`src/rtl/imem_arbiter_if.sv`:
```
// imem_arbiter_if: the signal bundle around the instruction-memory arbiter.
//   fetch side  : f_req/f_addr in, f_gnt/f_valid/f_rdata/f_misalign out
//   loader side : l_req/l_we/l_addr/l_wdata in, l_gnt/l_ack/l_rdata/l_err out
//   mode        : boot_req in, cpu_hold out
//   memory side : m_en/m_we/m_addr/m_wdata out, m_rdata in (1-cycle latency)
// slave  = arbiter view, master = view of whatever surrounds the arbiter.
interface imem_arbiter_if #(
    parameter int MEM_AW = 15
) ();
    logic              f_req;
    logic [31:0]       f_addr;
    logic              f_gnt;
    logic              f_valid;
    logic [31:0]       f_rdata;
    logic              f_misalign;

    logic              l_req;
    logic              l_we;
    logic [31:0]       l_addr;
    logic [31:0]       l_wdata;
    logic              l_gnt;
    logic              l_ack;
    logic [31:0]       l_rdata;
    logic              l_err;

    logic              boot_req;
    logic              cpu_hold;

    logic              m_en;
    logic              m_we;
    logic [MEM_AW-1:0] m_addr;
    logic [31:0]       m_wdata;
    logic [31:0]       m_rdata;

    modport slave (
        input  f_req, f_addr, l_req, l_we, l_addr, l_wdata, boot_req, m_rdata,
        output f_gnt, f_valid, f_rdata, f_misalign,
        output l_gnt, l_ack, l_rdata, l_err,
        output cpu_hold, m_en, m_we, m_addr, m_wdata
    );

    modport master (
        output f_req, f_addr, l_req, l_we, l_addr, l_wdata, boot_req, m_rdata,
        input  f_gnt, f_valid, f_rdata, f_misalign,
        input  l_gnt, l_ack, l_rdata, l_err,
        input  cpu_hold, m_en, m_we, m_addr, m_wdata
    );
endinterface

```
`src/rtl/imem_arbiter.sv`:
```
// imem_arbiter: shares a single-port word-organised instruction memory between
// the CPU fetch port and the loader port, with fetch anti-starvation and a
// boot mode that holds the CPU while the loader rewrites program memory.
//   clk   : system clock, rising edge
//   reset : asynchronous active-low reset
//   bus   : imem_arbiter_if.slave (fetch, loader, mode and memory signals)
//
// state       | meaning
// ------------+---------------------------------------------------------
// MODE_RUN    | normal operation, fetch and loader arbitrated per cycle
// MODE_DRAIN  | one cycle with no fetch grant so an in-flight fetch returns
// MODE_BOOT   | cpu_hold=1, loader only; leaves when boot_req drops
module imem_arbiter #(
    parameter int MEM_AW       = 15,
    parameter int STARVE_LIMIT = 4
) (
    input  logic           clk,
    input  logic           reset,
    imem_arbiter_if.slave  bus
);
    typedef enum logic [1:0] {
        MODE_RUN   = 2'd0,
        MODE_DRAIN = 2'd1,
        MODE_BOOT  = 2'd2
    } mode_e;

    localparam logic [3:0] LIMIT = 4'(STARVE_LIMIT);

    mode_e      mode_q, mode_d;
    logic [3:0] starve_q, starve_d;
    logic       f_pend_q, f_pend_d;
    logic       f_mis_q, f_mis_d;
    logic       l_pend_q, l_pend_d;
    logic       l_err_q, l_err_d;
    logic       l_rd_q, l_rd_d;

    logic       run;
    logic       l_mis;
    logic       f_gnt;
    logic       l_gnt;

    // upper address bits wrap away by design
    logic unused_addr_bits;
    assign unused_addr_bits = ^{bus.f_addr[31:MEM_AW+2], bus.l_addr[31:MEM_AW+2]};

    always_comb begin
        mode_d   = mode_q;
        starve_d = starve_q;
        run      = (mode_q == MODE_RUN);
        l_mis    = (bus.l_addr[1:0] != 2'b00);

        case (mode_q)
            MODE_RUN:   if (bus.boot_req) mode_d = MODE_DRAIN;
            MODE_DRAIN: mode_d = MODE_BOOT;
            MODE_BOOT:  if (!bus.boot_req) mode_d = MODE_RUN;
            default:    mode_d = MODE_RUN;
        endcase

        // loader wins contested cycles until fetch has lost LIMIT in a row
        f_gnt = run && bus.f_req && (!bus.l_req || (starve_q == LIMIT));
        l_gnt = bus.l_req && !f_gnt;

        if (!run || !bus.f_req || f_gnt) begin
            starve_d = 4'd0;
        end else if (l_gnt && (starve_q != LIMIT)) begin
            starve_d = starve_q + 4'd1;
        end

        f_pend_d = f_gnt;
        f_mis_d  = f_gnt && (bus.f_addr[1:0] != 2'b00);
        l_pend_d = l_gnt;
        l_err_d  = l_gnt && l_mis;
        l_rd_d   = l_gnt && !bus.l_we && !l_mis;
    end

    always_ff @(posedge clk or negedge reset) begin
        if (!reset) begin
            mode_q   <= MODE_RUN;
            starve_q <= 4'd0;
            f_pend_q <= 1'b0;
            f_mis_q  <= 1'b0;
            l_pend_q <= 1'b0;
            l_err_q  <= 1'b0;
            l_rd_q   <= 1'b0;
        end else begin
            mode_q   <= mode_d;
            starve_q <= starve_d;
            f_pend_q <= f_pend_d;
            f_mis_q  <= f_mis_d;
            l_pend_q <= l_pend_d;
            l_err_q  <= l_err_d;
            l_rd_q   <= l_rd_d;
        end
    end

    assign bus.f_gnt      = f_gnt;
    assign bus.l_gnt      = l_gnt;
    assign bus.m_en       = f_gnt || (l_gnt && !l_mis);
    assign bus.m_we       = l_gnt && bus.l_we && !l_mis;
    assign bus.m_addr     = f_gnt ? bus.f_addr[MEM_AW+1:2] : bus.l_addr[MEM_AW+1:2];
    assign bus.m_wdata    = bus.l_wdata;

    assign bus.f_valid    = f_pend_q;
    assign bus.f_misalign = f_mis_q;
    assign bus.f_rdata    = f_pend_q ? bus.m_rdata : 32'd0;
    assign bus.l_ack      = l_pend_q;
    assign bus.l_err      = l_err_q;
    // write acks and error acks return zero data
    assign bus.l_rdata    = l_rd_q ? bus.m_rdata : 32'd0;
    assign bus.cpu_hold   = (mode_q == MODE_BOOT);
endmodule
```
`src/flat_wrapper.sv`:
```
// flat-port wrapper written by rule: the top's interface ports become plain ports
module imem_arbiter_flat 
#(
    parameter int MEM_AW       = 15,
    parameter int STARVE_LIMIT = 4
)
  (clk, reset, bus_f_req, bus_f_addr, bus_l_req, bus_l_we, bus_l_addr, bus_l_wdata, bus_boot_req, bus_m_rdata, bus_f_gnt, bus_f_valid, bus_f_rdata, bus_f_misalign, bus_l_gnt, bus_l_ack, bus_l_rdata, bus_l_err, bus_cpu_hold, bus_m_en, bus_m_we, bus_m_addr, bus_m_wdata);
  imem_arbiter_if #(.MEM_AW(MEM_AW)) bus_i ();
  input  logic clk;
  input  logic reset;
  input wire logic [$bits(bus_i.f_req)-1:0] bus_f_req;
  input wire logic [$bits(bus_i.f_addr)-1:0] bus_f_addr;
  input wire logic [$bits(bus_i.l_req)-1:0] bus_l_req;
  input wire logic [$bits(bus_i.l_we)-1:0] bus_l_we;
  input wire logic [$bits(bus_i.l_addr)-1:0] bus_l_addr;
  input wire logic [$bits(bus_i.l_wdata)-1:0] bus_l_wdata;
  input wire logic [$bits(bus_i.boot_req)-1:0] bus_boot_req;
  input wire logic [$bits(bus_i.m_rdata)-1:0] bus_m_rdata;
  output wire logic [$bits(bus_i.f_gnt)-1:0] bus_f_gnt;
  output wire logic [$bits(bus_i.f_valid)-1:0] bus_f_valid;
  output wire logic [$bits(bus_i.f_rdata)-1:0] bus_f_rdata;
  output wire logic [$bits(bus_i.f_misalign)-1:0] bus_f_misalign;
  output wire logic [$bits(bus_i.l_gnt)-1:0] bus_l_gnt;
  output wire logic [$bits(bus_i.l_ack)-1:0] bus_l_ack;
  output wire logic [$bits(bus_i.l_rdata)-1:0] bus_l_rdata;
  output wire logic [$bits(bus_i.l_err)-1:0] bus_l_err;
  output wire logic [$bits(bus_i.cpu_hold)-1:0] bus_cpu_hold;
  output wire logic [$bits(bus_i.m_en)-1:0] bus_m_en;
  output wire logic [$bits(bus_i.m_we)-1:0] bus_m_we;
  output wire logic [$bits(bus_i.m_addr)-1:0] bus_m_addr;
  output wire logic [$bits(bus_i.m_wdata)-1:0] bus_m_wdata;
  assign bus_i.f_req = bus_f_req;
  assign bus_i.f_addr = bus_f_addr;
  assign bus_i.l_req = bus_l_req;
  assign bus_i.l_we = bus_l_we;
  assign bus_i.l_addr = bus_l_addr;
  assign bus_i.l_wdata = bus_l_wdata;
  assign bus_i.boot_req = bus_boot_req;
  assign bus_i.m_rdata = bus_m_rdata;
  assign bus_f_gnt = bus_i.f_gnt;
  assign bus_f_valid = bus_i.f_valid;
  assign bus_f_rdata = bus_i.f_rdata;
  assign bus_f_misalign = bus_i.f_misalign;
  assign bus_l_gnt = bus_i.l_gnt;
  assign bus_l_ack = bus_i.l_ack;
  assign bus_l_rdata = bus_i.l_rdata;
  assign bus_l_err = bus_i.l_err;
  assign bus_cpu_hold = bus_i.cpu_hold;
  assign bus_m_en = bus_i.m_en;
  assign bus_m_we = bus_i.m_we;
  assign bus_m_addr = bus_i.m_addr;
  assign bus_m_wdata = bus_i.m_wdata;
  imem_arbiter #(.MEM_AW(MEM_AW), .STARVE_LIMIT(STARVE_LIMIT)) u_core (.clk(clk), .reset(reset), .bus(bus_i));
endmodule
```
`config.mk`:
```
export PLATFORM = sky130hd
export DESIGN_NAME = imem_arbiter_flat
export DESIGN_NICKNAME = d
export VERILOG_FILES = /design/src/rtl/imem_arbiter_if.sv /design/src/rtl/imem_arbiter.sv /design/src/flat_wrapper.sv
export SDC_FILE = /design/constraint.sdc
export NUM_CORES = 1
export LEC_CHECK = 0
export ABC_AREA = 0
export ABC_CLOCK_PERIOD_IN_PS = 5860
export BUFFER_PORTS_ARGS = -buffer_cell sky130_fd_sc_hd__buf_2
export CAP_MARGIN = 15
export CORE_AREA = 2 2 98 100
export CTS_BUF_LIST = sky130_fd_sc_hd__clkbuf_8
export DETAILED_ROUTE_END_ITERATION = 8
export DIE_AREA = 0 0 100 102
export GPL_TIMING_DRIVEN = 0
export PLACE_DENSITY = 0.58
export SLEW_MARGIN = 25
export SYNTH_ARGS = -nofsm -noshare
export SYNTH_HDL_FRONTEND = slang
export SYNTH_SLANG_ARGS = --single-unit
```
`constraint.sdc`:
```
create_clock -name clk -period 5.86 [get_ports clk]
set_input_delay 0.586 -clock clk [delete_from_list [all_inputs] [get_ports clk]]
set_output_delay 0.586 -clock clk [all_outputs]
set_load 0.005 [all_outputs]
```
==> Word level (Yosys, flattened, before mapping) <==
Index checks and enable logic that the tools add are counted.
{ "word_totals": {"register_bits": 11, "latch_bits": 0, "mem_bits_rw": 0, "romBits": 0, "out_inout_bits": 120, "n_memories": 0} }
{ "classes": {"add_sub_neg": 1, "multipliers": 0, "div_mod_pow": 0, "magnitude_cmp": 0, "n_eq_ne": 6, "n_shift": 0, "mux": 8, "bitwise_logic": 0, "reduce_logical": 26} }
{ "op_table": {"columns": ["cell", "n"], "rows": [
  ["32-bit 2-to-1 mux", 2],
  ["15-bit 2-to-1 mux", 1],
  ["1-bit logical AND", 11],
  ["4-bit 2-to-1 mux", 2],
  ["1-bit logical NOT", 6],
  ["2-bit case mux with 3 select lines", 1],
  ["2-bit nonzero test", 3],
  ["4-bit by 1-bit adder with 4-bit output (second input constant)", 1],
  ["4-bit by 3-bit == test with 1-bit output (second input constant)", 1],
  ["1-bit logical OR", 4],
  ["2-bit 2-to-1 mux", 2],
  ["2-bit != test (second input constant)", 2],
  ["4-bit by 3-bit != test with 1-bit output (second input constant)", 1],
  ["2-bit by 1-bit == test with 1-bit output (second input constant)", 1],
  ["2-bit == test (second input constant)", 1],
  ["2-bit logical NOT", 1],
  ["2-bit AND reduction", 1]
]} }

==> Longest topological paths before layout <==
{ "logic_depth": {"ltp_word": 8, "depth_mapped": 6} }

==> Least setup slack after synthesis <==
OpenSTA, ideal clock, no wires.
{ "synth_path": {"path_kind": "register to output", "startpoint": "reg u_core.starve_q[0]", "endpoint": "out bus_m_addr[0]", "t_arrival_ns": 1.706, "required_ns": 5.274, "slack_ns": 3.568, "stages_incl_launch_ff": 7, "path_buffers": 1, "cell_sequence": "dfrtp_1 > inv_1 > ha_1 > nand3b_4 > a2111oi_4 > buf_6 > mux2_2"} }
{ "synth_via": {"elab_chain_len": 4} }
{ "synth_rtl": {"columns": ["element", "line_no", "source"], "rows": [
  ["start: declaration", "imem_arbiter.sv:30", "logic [3:0] starve_q, starve_d;"],
  ["start signal: assignment", "imem_arbiter.sv:87", "starve_q <= starve_d;"],
  ["4-bit by 3-bit == test with 1-bit output", "imem_arbiter.sv:60", "f_gnt = run && bus.f_req && (!bus.l_req || (starve_q == LIMIT));"],
  ["1-bit logical OR", "imem_arbiter.sv:60", null],
  ["1-bit logical AND", "imem_arbiter.sv:60", null],
  ["15-bit 2-to-1 mux", "imem_arbiter.sv:100", "assign bus.m_addr = f_gnt ? bus.f_addr[MEM_AW+1:2] : bus.l_addr[MEM_AW+1:2];"],
  ["end: declaration", "flat_wrapper.sv:30", "output wire logic [$bits(bus_i.m_addr)-1:0] bus_m_addr;"]
]} }
No other way between the ends.

==> Worst setup path in the final report <==
{ "layout_path": {"startpoint": "reg u_core.starve_q[0]", "endpoint": "out bus_m_addr[5]"} }
Same word-level chain as after synthesis.

==> run summary <==
### Outcome
* finished clean — outcome

### Timing
* 47.30% — post-route fraction of the period consumed by the critical path
* 0 — number of failing hold endpoints at the final stage
* 71.33% — Slew HR
* 0.4300 ns — transition at the pin with the smallest max-transition slack
* 0.001970 ns — worst setup skew after layout
* 2.772 ns — fin crit period
* false — setup repair after global routing missed its margin
* 0 — max-slew violation count
* 0.3608 GHz — highest clock rate
* 0 — final count of negative-setup-slack endpoints
* 0 ns — setup_tns
* 0.2193 ns — Worst Hold Slack

### Critical path
* primary output — category of the worst setup path capture point
* 5.27 ns — data required time of the worst path
* flop to primary output — worst setup path class
* u_core.bus.f_misalign$_DFF_PN0_ — reg2reg end
* bus_m_addr[5] — timing endpoint of the critical path
* u_core.starve_q[0]$_DFFE_PN0P_ — worst flop-to-flop path startpoint
* 6 — Worst R2R Path Depth
* u_core.starve_q[0]$_DFFE_PN0P_ — worst setup path startpoint
* 10 — critical-path maximum fanout
* 2.19 ns — critical path arrival
* flop — type of element launching the critical path
* 4.19 ns — reg-to-reg setup timing slack

### Clock tree
* 3 — Inserted Clock Buffers
* sky130_fd_sc_hd__clkbuf_8 — Clock Tree Root
* yes — clock tree from TritonCTS
* 2 — CTS max path bufs
* 0.24 ns — latest clock arrival within the worst-skew pair
* 0 — setup bufs post-CTS
* 11 — Sinks on Clock Net
* 0 — count of hold-fix buffers inserted at cts
* 1 — depth of the CTS H-tree
* 0 — number of gates resized after CTS
* 0.05 ns — post-CTS clock slew at the launch and capture registers of the worst setup and hold paths

### Pwr
* 0.07373 mV — Peak supply drop
* 0.001520 µW — static power due to leakage
* 149.9 nW/µm² — power density cells

### Layout
* 995 — layout filler cell count
* 69.49% — fraction of layout instances using a drive strength above 1
* 491 — Final nets
* 0 — antenna fix cells
* 27.23% — Finished Core Util
* 85.23% — relative area change from synthesis to final layout

### Floorplanning
* 254 — number of ports placed on the die boundary
* 35 — FP Rows
* 9109 µm² — Core Footprint
* 102 µm — DIE HEIGHT
* 100 µm — Die X-Extent
* 14.70% — effective utilization at floorplan
* 10200 µm² — Die Area

### GRT
* 1488 — number of global-route vias before repair
* 8.374% — global router's overall resource usage
* 6.948 mm — first-pass GRT wire length
* 12 — pin count of the biggest net entering global routing
* 0 — number of antenna violations at the first check in global routing
* 0 — Remaining Overflow, GRT

### Synthesis
* 159 — Gate Count Post-Synth
* 22 — unique cell type count in the Yosys netlist
* 1339 µm² — summed instance area of the synthesized netlist
* 30.37% — top cell type's share of synthesized area
* 8.420 µm² — mean instance size in the synthesized netlist
* 0 — Yosys warning total
* sky130_fd_sc_hd__and2_1 30%, sky130_fd_sc_hd__dfrtp_1 21%, sky130_fd_sc_hd__buf_4 18% — most area-consuming cells after synthesis
* 20.56% — post-synthesis sequential area ratio
* sky130_fd_sc_hd__and2_1 — post-synth top area cell
* 11 — flop and latch count out of synthesis
* 295 — net count of the mapped netlist

### Route
* 3 — count of TritonRoute iterations in the first routing pass
* 0 — number of antenna-violating nets in the routed design
* 3.714 — routed vias/inst
* 11.03 µm — detail-routed net length per standard cell
* 1727 — vias after detailed routing
* 18 — DRC marker count from the first detailed-route iteration
* 5.127 mm — Final Routed Wirelength
* 0 — DRC viols

### Placement
* 4.543 mm — HPWL reported at the end of detailed placement
* 0.6722 — RePlAce Congestion
* 191 — I/O Buffers

### Worst hold path
* input port to asynchronous set/reset pin — class of the tightest hold or removal check

### Run
* 0 — number of max-cap violations

-- cells by family after synthesis --
kind of cell	share of synthesized area [%]
simple gates	37.85
compound gates	2.617
mux	13.36
buf+inv	22.43
xor+xnor	1.309
fa+ha+maj	1.869
flops	20.56
-- flip-flops by register name (all words and copies together), names as in the netlist --
| signal | flops |
|---|---|
| u_core.bus.f_valid | 1 |
| u_core.starve_q | 4 |
| u_core.l_rd_q | 1 |
| u_core.mode_q | 2 |
| u_core.bus.l_err | 1 |
| u_core.bus.f_misalign | 1 |
| u_core.bus.l_ack | 1 |
-- cell usage after synthesis --
library cell and number:
sky130_fd_sc_hd__nor2b_1 2, sky130_fd_sc_hd__nand2_1 2, sky130_fd_sc_hd__nor3b_1 2, sky130_fd_sc_hd__o21a_1 1
sky130_fd_sc_hd__a2111oi_4 1, sky130_fd_sc_hd__xnor2_1 1, sky130_fd_sc_hd__buf_4 32, sky130_fd_sc_hd__mux2i_1 1
sky130_fd_sc_hd__nand4_1 1, sky130_fd_sc_hd__inv_1 4, sky130_fd_sc_hd__nand3_1 1, sky130_fd_sc_hd__nand3b_4 1
sky130_fd_sc_hd__nor2_1 6, sky130_fd_sc_hd__dfrtp_1 11, sky130_fd_sc_hd__mux2_2 15, sky130_fd_sc_hd__nor3_1 1
sky130_fd_sc_hd__and2_1 65, sky130_fd_sc_hd__nand2b_1 1, sky130_fd_sc_hd__clkbuf_1 6, sky130_fd_sc_hd__buf_6 2
sky130_fd_sc_hd__xor2_1 1, sky130_fd_sc_hd__ha_1 2
-- worst min path at each step --
stage | slack (ns) | end | from
final | 0.22 | u_core.bus.l_ack$_DFF_PN0_ | reset
after global routing | 0.24 | u_core.starve_q[3]$_DFFE_PN0P_ | reset
after CTS | 0.23 | u_core.bus.l_ack$_DFF_PN0_ | reset
after detailed placement | 0.49 | u_core.starve_q[0]$_DFFE_PN0P_ | u_core.starve_q[0]$_DFFE_PN0P_
after global placement | 0.48 | u_core.starve_q[0]$_DFFE_PN0P_ | u_core.starve_q[0]$_DFFE_PN0P_
after floorplan | 0.29 | u_core.bus.f_misalign$_DFF_PN0_ | reset
-- power by group --
group / switching [µW] / internal [µW]
registers: 13.7 / 86.9
logic: 80.8 / 113
clock network: 30.4 / 46.8
total: 125 / 247
-- area by class of cell --
class                      count  area, µm²  share of cell area (%)
tap                          111      138.9                   5.600
inverter                       4      15.01                  0.6054
timing repair buffer         191      955.9                   38.55
buffer                        40      285.3                   11.50
clock inverter                 1      5.005                  0.2018
multi-input combinational    104      763.2                   30.78
clock buffer                   3      41.29                   1.665
sequential                    11      275.3                   11.10
-- worst max-delay path, cell delays in order (launching register included) --
cell	delay, ns
sky130_fd_sc_hd__dfrtp_1	0.41
sky130_fd_sc_hd__inv_1	0.07
sky130_fd_sc_hd__ha_1	0.19
sky130_fd_sc_hd__nand3b_4	0.10
sky130_fd_sc_hd__a2111oi_4	0.50
sky130_fd_sc_hd__buf_6	0.22
sky130_fd_sc_hd__mux2_2	0.34
sky130_fd_sc_hd__buf_2	0.13
-- layer usage --
layer	track usage [%]	up-vias	part of all wire, %
li1	-	856	-
met5	0	-	0
met3	0.8892	2	9.0
met2	15.49	114	52
met1	10.62	755	39
met4	1.581	0	0.20
-- placed cells by master (no fill, tap or decap), types with 3 or more instances in the layout --
master / n
sky130_fd_sc_hd__buf_2: 191
sky130_fd_sc_hd__and2_1: 65
sky130_fd_sc_hd__buf_4: 32
sky130_fd_sc_hd__mux2_2: 15
sky130_fd_sc_hd__dfrtp_1: 11
sky130_fd_sc_hd__clkbuf_1: 6
sky130_fd_sc_hd__nor2_1: 6
sky130_fd_sc_hd__inv_1: 4
sky130_fd_sc_hd__clkbuf_8: 3
-- through the flow --
stage	std cells	setup WS, ns	total power [µW]	area [µm²]
final	465	3.088	371.7	2480
after global routing	465	2.974	403.4	2480
after floorplan	159	3.568	198.2	1339
after global placement	461	3.321	297.2	2434
after detailed placement	461	3.323	299.5	2434
after CTS	465	3.051	381.7	2480
No activity file was read; power rests on OpenSTA's default activity.
